File: src/rtl/conv_out_serializer.sv
// conv_out_serializer
//   Consumer end of the conv output-channel result bus. When every channel
//   reports valid in the same cycle the block captures the whole vector,
//   requantizes all accumulators in parallel (round half up, arithmetic
//   shift, ReLU, saturate to unsigned DATA_W) and then streams one channel
//   per beat toward the pooling/writeback stage.
//
// Ports
//   clk       : clock, rising edge
//   rst       : asynchronous active-high reset
//   valid_in  : per-channel result valid (bit c = channel c)
//   acc_in    : packed accumulators, channel 0 in the MSBs
//   in_ready  : a vector can be captured this cycle
//   m_valid   : output beat valid
//   m_ready   : downstream accepts the beat
//   m_data    : requantized activation
//   m_ch      : channel index of the current beat
//   m_last    : current beat is channel OUT_CH-1
//   overrun   : sticky, a vector arrived while the block could not take it
//   partial   : sticky, valid_in was neither all-zero nor all-one
//
// Handshake: a beat transfers on a rising edge where m_valid & m_ready are
// both high. While m_valid is high and m_ready is low, m_data, m_ch and
// m_last hold their values. m_valid never drops before its beat transfers
// (except on reset).
module conv_out_serializer #(
  parameter int ACC_W  = 32,
  parameter int OUT_CH = 8,
  parameter int DATA_W = 8,
  parameter int SHIFT  = 8,
  parameter int CH_W   = (OUT_CH > 1) ? $clog2(OUT_CH) : 1
) (
  input  logic                    clk,
  input  logic                    rst,
  input  logic [OUT_CH-1:0]       valid_in,
  input  logic [OUT_CH*ACC_W-1:0] acc_in,
  output logic                    in_ready,
  output logic                    m_valid,
  input  logic                    m_ready,
  output logic [DATA_W-1:0]       m_data,
  output logic [CH_W-1:0]         m_ch,
  output logic                    m_last,
  output logic                    overrun,
  output logic                    partial
);

  typedef enum logic {
    IDLE  = 1'b0,
    DRAIN = 1'b1
  } state_t;

  localparam logic [CH_W-1:0] LAST_IDX = CH_W'(OUT_CH - 1);

  // Rounding constant 2^(SHIFT-1); zero when there is no shift at all.
  localparam logic signed [ACC_W:0] RND =
    (SHIFT > 0) ? ((ACC_W+1)'(1) << ((SHIFT > 0) ? SHIFT - 1 : 0)) : '0;

  // Largest representable activation, 2^DATA_W-1, in the widened domain.
  localparam logic signed [ACC_W:0] MAXV =
    {{(ACC_W + 1 - DATA_W){1'b0}}, {DATA_W{1'b1}}};

  state_t            state;
  state_t            state_nxt;
  logic [CH_W-1:0]   idx;
  logic [DATA_W-1:0] data_buf [OUT_CH];
  logic              all_valid;
  logic              any_valid;
  logic              beat_done;
  logic              capture;

  // Requantize one accumulator. One extra bit of headroom keeps the
  // rounding add from wrapping at the positive extreme.
  function automatic logic [DATA_W-1:0] requant(input logic [ACC_W-1:0] acc);
    logic signed [ACC_W:0] t;
    logic signed [ACC_W:0] r;
    t = $signed({acc[ACC_W-1], acc}) + RND;
    r = t >>> SHIFT;
    if (r[ACC_W]) begin
      requant = '0;
    end else if (r > MAXV) begin
      requant = '1;
    end else begin
      requant = r[DATA_W-1:0];
    end
  endfunction

  assign all_valid = &valid_in;
  assign any_valid = |valid_in;
  assign beat_done = m_valid & m_ready;
  assign capture   = all_valid & in_ready;

  // State register
  always_ff @(posedge clk or posedge rst) begin
    if (rst) begin
      state <= IDLE;
    end else begin
      state <= state_nxt;
    end
  end

  // Next-state logic. A capture on the last handshake keeps the block in
  // DRAIN so consecutive vectors stream without a bubble.
  always_comb begin
    state_nxt = state;
    case (state)
      IDLE: begin
        if (capture) state_nxt = DRAIN;
      end
      DRAIN: begin
        if (beat_done && m_last) state_nxt = capture ? DRAIN : IDLE;
      end
      default: state_nxt = IDLE;
    endcase
  end

  // Output logic
  always_comb begin
    m_valid  = (state == DRAIN);
    m_ch     = idx;
    m_data   = data_buf[idx];
    m_last   = (state == DRAIN) && (idx == LAST_IDX);
    in_ready = (state == IDLE) | (m_valid & m_ready & m_last);
  end

  // Beat index and requantized vector buffer.
  always_ff @(posedge clk or posedge rst) begin
    if (rst) begin
      idx <= '0;
      for (int c = 0; c < OUT_CH; c++) data_buf[c] <= '0;
    end else if (capture) begin
      idx <= '0;
      for (int c = 0; c < OUT_CH; c++) begin
        data_buf[c] <= requant(acc_in[ACC_W*(OUT_CH-c)-1 -: ACC_W]);
      end
    end else if (beat_done && !m_last) begin
      idx <= idx + CH_W'(1);
    end
  end

  // Sticky error flags; only reset clears them.
  always_ff @(posedge clk or posedge rst) begin
    if (rst) begin
      overrun <= 1'b0;
      partial <= 1'b0;
    end else begin
      if (any_valid && !in_ready)  overrun <= 1'b1;
      if (any_valid && !all_valid) partial <= 1'b1;
    end
  end

endmodule

File: config.mk
export PLATFORM = sky130hd
export DESIGN_NAME = conv_out_serializer
export DESIGN_NICKNAME = d
export VERILOG_FILES = /design/src/rtl/conv_out_serializer.sv
export SDC_FILE = /design/constraint.sdc
export NUM_CORES = 1
export LEC_CHECK = 0
export CAP_MARGIN = 5
export CORE_MARGIN = 2
export CORE_UTILIZATION = 49
export CTS_BUF_LIST = sky130_fd_sc_hd__clkbuf_4 sky130_fd_sc_hd__clkbuf_8 sky130_fd_sc_hd__clkbuf_16
export DETAILED_ROUTE_END_ITERATION = 16
export PLACE_DENSITY = 0.93
export SETUP_SLACK_MARGIN = 0.2
export SLEW_MARGIN = 20
export SYNTH_ARGS = -nofsm -noshare
export SYNTH_HDL_FRONTEND = slang
export SYNTH_SLANG_ARGS = --single-unit
File: constraint.sdc
create_clock -name clk -period 4.8 [get_ports clk]
set_input_delay 0.48 -clock clk [delete_from_list [all_inputs] [get_ports clk]]
set_output_delay 0.48 -clock clk [all_outputs]
set_load 0.02 [all_outputs]
==> qor.yml <==
die_height_um: 127
hold_end: "partial"
drive_above_1_share: 0.0650
worst-r2r-cell-count: 9
clockRootBuffer: "clkbuf_16"
synth_edf_count: 0
portBuffers: 226
fin_skew_ps: 3.41
critical_path.endpoint_type: "flop"
route.detailed.drc: 0
hp-start: "partial"
setup_violations: 0
fin_crit_sh: 0.685
post-cts-setup-buffers: 0
tightestPinTransition_ps: 971
drv_slew: 0
async_reset_ff_frac: 1.00
grt_max_degree: 50
slew-limit-headroom: 0.343
ioPinCount: 283
clockBufferDepth: 2
die_area_um2: 16200
synth_area_um2: 7460
yosysSeqAreaShare: 0.235
final_antenna_net_count: 0
ir_worst_vdd_v: 0.000229
clk_transition_reported_paths_ps: 60
clkSinkCount: 70
fp-row-count: 45
p_sw_frac: 0.323
pwr-share-seq: 0.335
grt_pass1_wl_mm: 36.3
drt-initial-drc-count: 698
vias: 8579
max_freq_mhz: 304
cts-htree-levels: 3
area_delta_synth_final_pct: 36.8
required_ps: 5020
synth_warnings: 0
grt_pass1_vias: 7796
cts_hold_buf: 0
fillers: 1162
cp.arrival_ps: 3510
core-area_um2: 15000
track_usage: 0.266
synthCells: 948
power_density_nw_per_um2: 221
r2r-start: "m_ch[1]"
layout_common_cells: "clkdlybuf4s50_1 (226), nand2_1 (120), nand3_1 (78)"
postPlaceCellArea_um2: 9910
layout.nets: 1450
ff2ff_setup_slack_ps: 1700
start_kind: "input pin"
die_x_um: 127
tns_ps: 0
ctsResizeCount: 0
fin_crit_ps: 3290
layout_commonest_cell: "clkdlybuf4s50_1"
ys.flop_type: "dfrtp_1"
syn-mean-instance-area_um2: 7.87
wl_per_cell_um: 16.5
r2r_end: "data_buf[28]"
status: "completed"
cts_tree: "done"
start_util: 0.496
avgViaCountPerCell: 6.32
worst-path-max-fanout: 8
intPower_mw: 1.53
comb_power_share: 0.384
grt_setup_unrepaired: "no"
cts_buffers: 9
cellLeakagePower_nw: 3.70
ys_ff_latch: 70
hold_viol: 0
antenna_cells: 0
drtPass1Iterations: 5
holdPathStages: 1
maxCapViolations: 0
clkPwrFrac: 0.282
yosysUniqueCellTypes: 75
totalWireLength_mm: 22.4
p_switching_mw: 0.729
fin_area_um2: 10200
grt_overflow: 0
synthesis.nets: 1233
dpl.hpwl_mm: 17.8
crit_type: "input pin to flop"
worstHoldPathType: "flop to flop"
gp_congestion: 0.984
antenna_found_initial: 0
clock_latency_ps: 330
registers in the layout (all words and copies together), names as in the netlist:
register,flops
data_buf,64
m_valid,1
m_ch,3
overrun,1
partial,1
cell usage after synthesis (all sizes together), types with 16 or more instances:
library cell	n	share of area
a21oi	35	0.023
a31oi	22	0.018
and3	26	0.022
clkbuf	22	0.011
dfrtp	70	0.23
ha	18	0.030
inv	21	0.011
mux4	16	0.048
nand2	121	0.061
nand3	78	0.052
nand4	60	0.052
nor2	57	0.029
nor3	37	0.025
nor4	38	0.032
o211ai	34	0.034
o21ai	34	0.023
xnor2	45	0.053
xor2	32	0.038
through the flow:
step / total power [mW] / setup slack [ps] / utilization / std cells / hold slack [ps]
floorplan: 1.18 / 2060 / - / 948 / 445
global placement: 1.60 / 1250 / 0.659 / 1342 / 439
detailed placement: 1.62 / 1200 / 0.659 / 1342 / 447
CTS: 2.25 / 1540 / 0.679 / 1358 / 457
global route: 2.37 / 1230 / 0.679 / 1358 / 487
finish: 2.26 / 1510 / 0.679 / 1358 / 454
worst max-delay path by stage:
stage                 from      endpoint  slack [ps]  cells past startpoint
2_1_floorplan  acc_in[103]  data_buf[24]        2060                      8
3_3_place_gp   acc_in[107]  data_buf[28]        1250                      7
3_5_place_dp   acc_in[107]  data_buf[31]        1200                      7
4_1_cts         acc_in[11]   data_buf[4]        1540                      8
5_1_grt         acc_in[11]   data_buf[4]        1230                      8
6_report       acc_in[107]  data_buf[28]        1510                      7
routing by layer:
metal / wire length, um / global-route usage / vias up
met1: 9690 / 0.350 / 4026
met4: 463 / 0.0718 / 0
li1: - / - / 4153
met5: 0 / 0 / -
met2: 10700 / 0.461 / 357
met3: 1510 / 0.0348 / 43
worst max-delay path, cell delays in order:
cell and delay [ps]:
clkdlybuf4s50_1 630, nand4_4 170, nor4_1 740, nand2_1 190, or3b_2 490, a2111o_1 500, o221a_2 300
logic make-up (layout without fill, tap and decap cells):
| logic type | after synthesis | in the layout | synth area share |
|---|---|---|---|
| AOI/OAI and AO/OA | 215 | 215 | 0.204 |
| xor gates and xnor gates | 77 | 77 | 0.0904 |
| adders and majority gates | 18 | 18 | 0.0302 |
| buffers and inverters | 47 | 269 | 0.0236 |
| DFF | 70 | 70 | 0.235 |
| muxes | 25 | 25 | 0.0614 |
| and+or+nand+nor | 496 | 496 | 0.355 |
cell type report:
class | instances | area, um2 | share of cell area
clock buffers | 13 | 274 | 0.0269
clock inverters | 3 | 17.5 | 0.00172
inverters | 22 | 82.6 | 0.00809
multi-input cells | 831 | 5540 | 0.543
flip-flops and latches | 70 | 1750 | 0.172
well taps | 188 | 235 | 0.0231
repair buffers | 231 | 2300 | 0.225
power by group through the flow:
stage          clock (mW)  combinational [mW]  sequential (mW)
4_1_cts             0.636               0.864            0.754
3_5_place_dp            0               0.858            0.761
6_report            0.636               0.867            0.756
2_1_floorplan           0               0.464            0.720
5_1_grt             0.664               0.941            0.764
3_3_place_gp            0               0.842            0.758
(Power assumes the default switching activity.)
